### src/rtl/div32_iter.sv
// Multi-cycle radix-2 restoring divider returning {remainder, quotient}; RISC-V divide-by-zero/overflow semantics.
// Optional macro DIV_EARLY_OUT_EN: skip the iteration when |a| < |b| (results unchanged, latency 2).
module div32_iter #(
  parameter int WIDTH = 32
) (
  input  logic               clk,
  input  logic               rst,
  input  logic               start,
  input  logic [WIDTH-1:0]   a,
  input  logic [WIDTH-1:0]   b,
  input  logic               sign,
  output logic               busy,
  output logic               done,
  output logic [2*WIDTH-1:0] result,
  output logic               div_by_zero
);

  localparam int CW = $clog2(WIDTH);
  localparam logic [CW-1:0] CNT_LOAD = CW'(WIDTH - 1);
  localparam logic [CW-1:0] CNT_ONE  = CW'(1);

  typedef enum logic [1:0] {IDLE, RUN, FIX, DONE} state_t;

  state_t           state_reg;
  logic [WIDTH-1:0] dvd_reg;
  logic [WIDTH-1:0] bmag_reg;
  logic [WIDTH-1:0] q_reg;
  logic [WIDTH-1:0] rem_reg;
  logic [CW-1:0]    cnt_reg;
  logic             a_neg_reg;
  logic             b_neg_reg;
  logic             bzero_reg;

  logic [WIDTH-1:0] a_mag;
  logic [WIDTH-1:0] b_mag;
  logic [WIDTH:0]   rem_shift;
  logic [WIDTH:0]   diff;
  logic             trial_ok;
  logic [WIDTH-1:0] q_fix;
  logic [WIDTH-1:0] r_fix;

  assign a_mag = (sign & a[WIDTH-1]) ? -a : a;
  assign b_mag = (sign & b[WIDTH-1]) ? -b : b;

  // The stored remainder is always < |b|, so only the shifted value needs the extra bit;
  // its MSB after the trial subtract is the borrow.
  assign rem_shift = {rem_reg, dvd_reg[WIDTH-1]};
  assign diff      = rem_shift - {1'b0, bmag_reg};
  assign trial_ok  = ~diff[WIDTH];

  assign q_fix = bzero_reg ? '1 :
                 (a_neg_reg ^ b_neg_reg) ? -q_reg : q_reg;
  assign r_fix = a_neg_reg ? -rem_reg : rem_reg;

  always_ff @(posedge clk) begin
    if (rst) begin
      state_reg   <= IDLE;
      busy        <= 1'b0;
      done        <= 1'b0;
      result      <= '0;
      div_by_zero <= 1'b0;
      dvd_reg     <= '0;
      bmag_reg    <= '0;
      q_reg       <= '0;
      rem_reg     <= '0;
      cnt_reg     <= '0;
      a_neg_reg   <= 1'b0;
      b_neg_reg   <= 1'b0;
      bzero_reg   <= 1'b0;
    end else begin
      done <= 1'b0;
      case (state_reg)
        IDLE: begin
          if (start) begin
            busy      <= 1'b1;
            a_neg_reg <= sign & a[WIDTH-1];
            b_neg_reg <= sign & b[WIDTH-1];
            bzero_reg <= (b == '0);
            dvd_reg   <= a_mag;
            bmag_reg  <= b_mag;
            q_reg     <= '0;
            rem_reg   <= '0;
            cnt_reg   <= CNT_LOAD;
            if (b == '0) begin
              // remainder magnitude re-signed in FIX reproduces a exactly
              rem_reg   <= a_mag;
              state_reg <= FIX;
            end
`ifdef DIV_EARLY_OUT_EN
            else if (a_mag < b_mag) begin
              rem_reg   <= a_mag;
              state_reg <= FIX;
            end
`endif
            else begin
              state_reg <= RUN;
            end
          end
        end
        RUN: begin
          rem_reg <= trial_ok ? diff[WIDTH-1:0] : rem_shift[WIDTH-1:0];
          q_reg   <= {q_reg[WIDTH-2:0], trial_ok};
          dvd_reg <= {dvd_reg[WIDTH-2:0], 1'b0};
          cnt_reg <= cnt_reg - CNT_ONE;
          if (cnt_reg == '0) begin
            state_reg <= FIX;
          end
        end
        FIX: begin
          result      <= {r_fix, q_fix};
          div_by_zero <= bzero_reg;
          done        <= 1'b1;
          state_reg   <= DONE;
        end
        DONE: begin
          busy      <= 1'b0;
          state_reg <= IDLE;
        end
        default: begin
          state_reg <= IDLE;
        end
      endcase
    end
  end

endmodule

### config.mk
export PLATFORM = sky130hd
export DESIGN_NAME = div32_iter
export DESIGN_NICKNAME = d
export VERILOG_FILES = /design/src/rtl/div32_iter.sv
export SDC_FILE = /design/constraint.sdc
export NUM_CORES = 1
export LEC_CHECK = 0
export BUFFER_PORTS_ARGS = -buffer_cell sky130_fd_sc_hd__buf_2
export CAP_MARGIN = 20
export CORE_ASPECT_RATIO = 1.75
export CORE_MARGIN = 4
export CORE_UTILIZATION = 35
export DETAILED_ROUTE_END_ITERATION = 10
export GPL_TIMING_DRIVEN = 0
export PLACE_DENSITY_LB_ADDON = 0.08
export SYNTH_ARGS = -nofsm -noshare
export SYNTH_HDL_FRONTEND = slang
export SYNTH_SLANG_ARGS = --single-unit
### constraint.sdc
create_clock -name clk -period 5.04 [get_ports clk]
set_input_delay 0.504 -clock clk [delete_from_list [all_inputs] [get_ports clk]]
set_output_delay 0.504 -clock clk [all_outputs]
set_load 0.005 [all_outputs]
* Word level (Yosys, flattened, before mapping)
Cells that the tools add are included.
** Word-level totals
- Bits in registers :: 205
- Output and inout bits :: 67
- Word-level logic and storage cells :: 59
- Input bits :: 68
** Cells by class
- Bitwise logic cells :: 4
- Mux-type cells :: 22
- Equality and inequality tests :: 5
- Add/sub/neg operators :: 6
- Reduce and logical (&&, ||, !) cells :: 9
** Operators with widths (count)
- $mux W32 :: 10
- $pmux W32 S2 :: 3
- $neg A32 Y32 :: 4
- $sub A33 B32 Y33 :: 1
- $logic_not A32 Y1 :: 1
- $pmux W5 S2 :: 1
- $pmux W2 S4 :: 1
- $reduce_and A2 Y1 :: 4
- $mux W2 :: 3
- $logic_not A5 Y1 :: 1
- $mux W5 :: 1
- $sub A5 B1 Y5 const B :: 1
- $eq A2 B2 Y1 const B :: 2
- $ne A2 B2 Y1 const B :: 2
- $reduce_bool A2 Y1 :: 2
- $and A1 B1 Y1 :: 2
- $eq A2 B1 Y1 const B :: 1
- $logic_not A2 Y1 :: 1
- $mux W1 :: 2
- $pmux W1 S2 :: 1
- $not A1 Y1 :: 1
- $xor A1 B1 Y1 :: 1

* Longest topological paths before layout
- Word-level depth :: 5
- Gate-level depth with buffers :: 13
- Mapped depth without buffers :: 12

* Least setup slack after synthesis
OpenSTA, ideal clock, no wires.
- Path type :: reg-to-reg
- From :: reg dvd_reg[31]
- To :: reg rem_reg[2]
- Library setup time :: 134 ps
- Required time :: 4906 ps
- Stages on the path, launching flop included :: 14
- Data arrival time :: 2707 ps
- Clock period less this slack :: 2841 ps
- Slack :: 2199 ps
- Path buffers :: 1
- Cell sequence :: dfxtp_1 > inv_1 > ha_1 > fa_1 > nand2b_1 > a21o_1 > a211o_1 > a21oi_2 > o211a_1 > o21a_1 > nor2_8 > buf_2 > a31oi_1 > o22ai_1
** On the way
- Word-level cells in the longest chain between the ends :: 3
** RTL lines
- start: declaration :: line 25 : logic [WIDTH-1:0] dvd_reg;
- start signal: assignment :: line 79 : dvd_reg <= a_mag;
- start signal: assignment :: line 103 : dvd_reg <= {dvd_reg[WIDTH-2:0], 1'b0};
- $sub A33 B32 Y33 :: line 48 : assign diff = rem_shift - {1'b0, bmag_reg};
- $mux W32 :: line 101 : rem_reg <= trial_ok ? diff[WIDTH-1:0] : rem_shift[WIDTH-1:0];
- $pmux W32 S2 :: line 72 : case (state_reg)
- end signal: assignment :: line 86 : rem_reg <= a_mag;
- end signal: assignment :: line 101
- end: declaration :: line 28 : logic [WIDTH-1:0] rem_reg;
No other way between the ends.
A chain may end at the register's enable or synchronous reset.

* Worst setup path in the final report
- From :: reg rem_reg[0]
- To :: reg rem_reg[30]
** On the way
- Word-level cells in the longest chain between the ends :: 3
** RTL lines (line)
- $sub A33 B32 Y33 :: 48
- $mux W32 :: 101
- $pmux W32 S2 :: 72
No other way between the ends.

==> run_results.csv <==
group,metric,value,unit
timing,rsz0062_at_grt,"no",
critical_path,cp_data_required_time,5500,ps
timing,worstMarginPinSlew,1033,ps
synth,yosysWarningCount,0,
placement,io_buffers,133,
cells_and_area,layout.filler_cells,3657,
synth,synthTopCellsByArea,"dfxtp_1 (33%), nor2_1 (7.1%), xor2_1 (5.4%)",
synth,synth_top_family_by_area,"compound AO/OA/AOI/OAI gates",
synth,synth_xor_xnor_area_share,0.1005,
synth,synth_adder_area_share,0.04438,
power_and_ir_drop,worst_ir_drop_vdd,0.1953,mV
clock_network,cts_tree,"built",
placement,dp_hpwl,37720,µm
clock_network,clk_transition_reported_paths,70,ps
synth,avgSynthCellArea,7.930,µm²
placement,dpl_cell_area,13530,µm²
timing,final.setup_skew,17.39,ps
drt,antenna_left,0,
synth,synth_enable_flop_cells,0,
critical_path,cp-end-kind,"flip-flop",
synth,synth_area_in_compound_gates,0.2673,
timing,slew_headroom,0.3052,
cells_and_area,register_with_the_highest_flop_count,"result",
synth,synth_seq_cells,205,
timing,fmaxAchievable,263.2,MHz
floorplan,die_width,149.7,µm
drt,detailedRoute.firstPassIterationCount,5,
status,outcome,"completed",
timing,report.final.slew_viol_count,0,
placement,gpl.final_weighted_congestion,0.9132,
global_routing,grt-ovfl-total,0,
critical_path,critical_path_peak_fanout,10,
clock_network,tritoncts_num_sinks,205,
drt,postRouteWirelength,46490,µm
power_and_ir_drop,power_leakage,5.596,nW
cells_and_area,layout_commonest_cell,"nor2_1",
drt,routed_length_per_placed_instance,21.28,µm
cells_and_area,most_used_cells_in_the_layout_excluding_fill_and_tap_cells,"nor2_1 (232), dfxtp_1 (205), buf_2 (138)",
timing,final.setup.tns,0,ps
synth,synth_area,12290,µm²
critical_path,path_buf_inv,2,
global_routing,antenna_found_initial,1,
cells_and_area,final_cells,2185,
floorplan,rows,90,
timing,timing.final.crit_share,0.7540,
critical_path,timing.critical_path.max_delay_family,"compound AO/OA/AOI/OAI gates",
timing,finalWorstPathRequiredPeriod,3800,ps
synth,asyncSetResetFlopFracSynth,0,
clock_network,cts_buffers,22,
timing,fin_worst_hold_slack,262.9,ps
synth,synth.top_cell.area_share,0.3339,
timing,report.final.hold_viol_count,0,
cells_and_area,total_area_of_multi_input_combinational_cells,7574,µm²
synth,synth_top_area_cell,"dfxtp_1",
cells_and_area,finish.net_count,1818,
global_routing,wire_length_of_the_first_global_routing_pass,69860,µm
cells_and_area,synthToLayoutAreaGrowth,16.41,%
drt,route.detailed.vias_per_inst,5.519,
job,cap_viol_max_count,0,
placement,place.detailed.instances,2143,
global_routing,grt_start_max_net_pins,15,
cells_and_area,drive_gt1_frac,0.1184,
clock_network,post_cts.repair.setup_buffers,0,
drt,route.detailed.drc,0,
synth,yosysSeqAreaShare,0.3339,
floorplan,ioPinCount,135,
critical_path,worst_setup_start_kind,"flip-flop",
cells_and_area,largest_register_ffs,64,
clock_network,h-tree-depth,1,
floorplan,fp.dieH,255.9,µm
clock_network,clockRootBuffer,"clkbuf_16",
critical_path,crit_slowest_cell,"dfxtp_1",
cells_and_area,sequential_cell_area,4104,µm²
critical_path,critical_path_arrival,4260,ps
floorplan,die_footprint,38300,µm²
clock_network,cts.repair.resized,0,
synth,syn-instance-count,1550,
cells_and_area,finish.instance_area,14310,µm²
synth,synthDistinctLibCells,74,
floorplan,start_util,0.3556,
synth,fraction_of_the_mapped_netlist_area_in_simple_logic_gates,0.1853,
timing,setup_viol,0,
synth,synth_top_flop_cell,"dfxtp_1",
critical_path,critical_path.cell_chain,"inv_1 > fa_1 > nand2b_1 > a21o_1 > a211o_1 > a21oi_2 > o211a_1 > nor3_2 > nor2_8 > buf_2 > o311ai_0 > a21oi_1",
clock_network,clock_tree.buffer_depth,3,
floorplan,floorplan.core_area,34570,µm²
critical_path,path_class,"flip-flop to flip-flop",
synth,synth_fp_nets,1661,
clock_network,clock_latency,530,ps
drt,drtIter0Drc,548,
power_and_ir_drop,total_power,10.29,mW
drt,dr_total_vias,12060,
synth,post_synth_mux_area_share,0.01873,
worst_hold_path,hold_path_class,"input pin to flip-flop",
power_and_ir_drop,p_per_area,718.8,nW/µm²
clock_network,cts.hold.buffers_added,0,
critical_path,critical_path.max_stage_delay,580,ps
global_routing,grt_pass1_vias,11920,
global_routing,grt.total_usage,0.2354,
[power breakdown]
group	leakage (nW)	internal (mW)	switching, mW	total, mW
Sequential	1.68	2.10	0.450	2.55
Combinational	3.54	2.19	3.79	5.98
Clock	0.378	1.03	0.722	1.75
[final timing paths]
kind | slack, ps | endpoint | from | cells after the start
max | 1240 | rem_reg[30] | rem_reg[0] | 12
min | 260 | bmag_reg[1] | b[1] | 3
max reg2reg | 1240 | rem_reg[30] | rem_reg[0] | 12
min reg2reg | 450 | dvd_reg[29] | dvd_reg[29] | 2
[cells by family after synthesis]
logic type / Yosys count
compound gates: 489
buf+inv: 160
xor+xnor: 141
mux: 23
simple gates: 489
flops: 205
fa+ha+maj: 43
[stage by stage]
stage               utilization  setup slack (ps)
floorplan                     -              2199
detailed placement       0.3915              1273
finish                   0.4139              1240
global route             0.4138              1047
CTS                      0.4138              1263
global placement         0.3915              1290
[worst reg2reg max path: cells and delay by family (launching register included)]
family / cells / cell delay [ps]
compound gates: 6 / 1540
fa+ha+maj: 1 / 450
buf+inv: 2 / 620
flops: 1 / 580
simple gates: 3 / 560
[synth_stat cells (15+ instances only)]
cell type and count:
or3_1 20, nand3_1 19, inv_1 52, nor2_1 232, clkbuf_1 91, dfxtp_1 205, xnor2_1 65, nor3_1 22
nand2_1 105, a21oi_1 112, xor2_1 76, o21ai_0 68, a22oi_1 51, o41ai_1 15, a21o_1 15, o22ai_1 47
o31ai_1 20, a221oi_1 20, ha_1 42, mux2i_1 23, a211oi_1 66
[per-layer routing]
layer  GRT usage  vias up  wire (µm)
li1            -     5947          -
met1      0.2452     5672      16870
met2      0.4558      336      25230
met3     0.02462      105       1938
met4      0.1158        0       2447
met5           0        -          0
[cell type report]
| type | count | share of cell area |
|---|---|---|
| tap | 460 | 0.04022 |
| antenna | 2 | 0.0003498 |
| multi-input combinational | 1185 | 0.5293 |
| clock buffer | 33 | 0.04704 |
| buffer | 108 | 0.02929 |
| inverter | 52 | 0.01364 |
| sequential | 205 | 0.2868 |
| clock inverter | 7 | 0.006821 |
| timing repair buffer | 133 | 0.04652 |
Power figures use the tool's default switching activity.
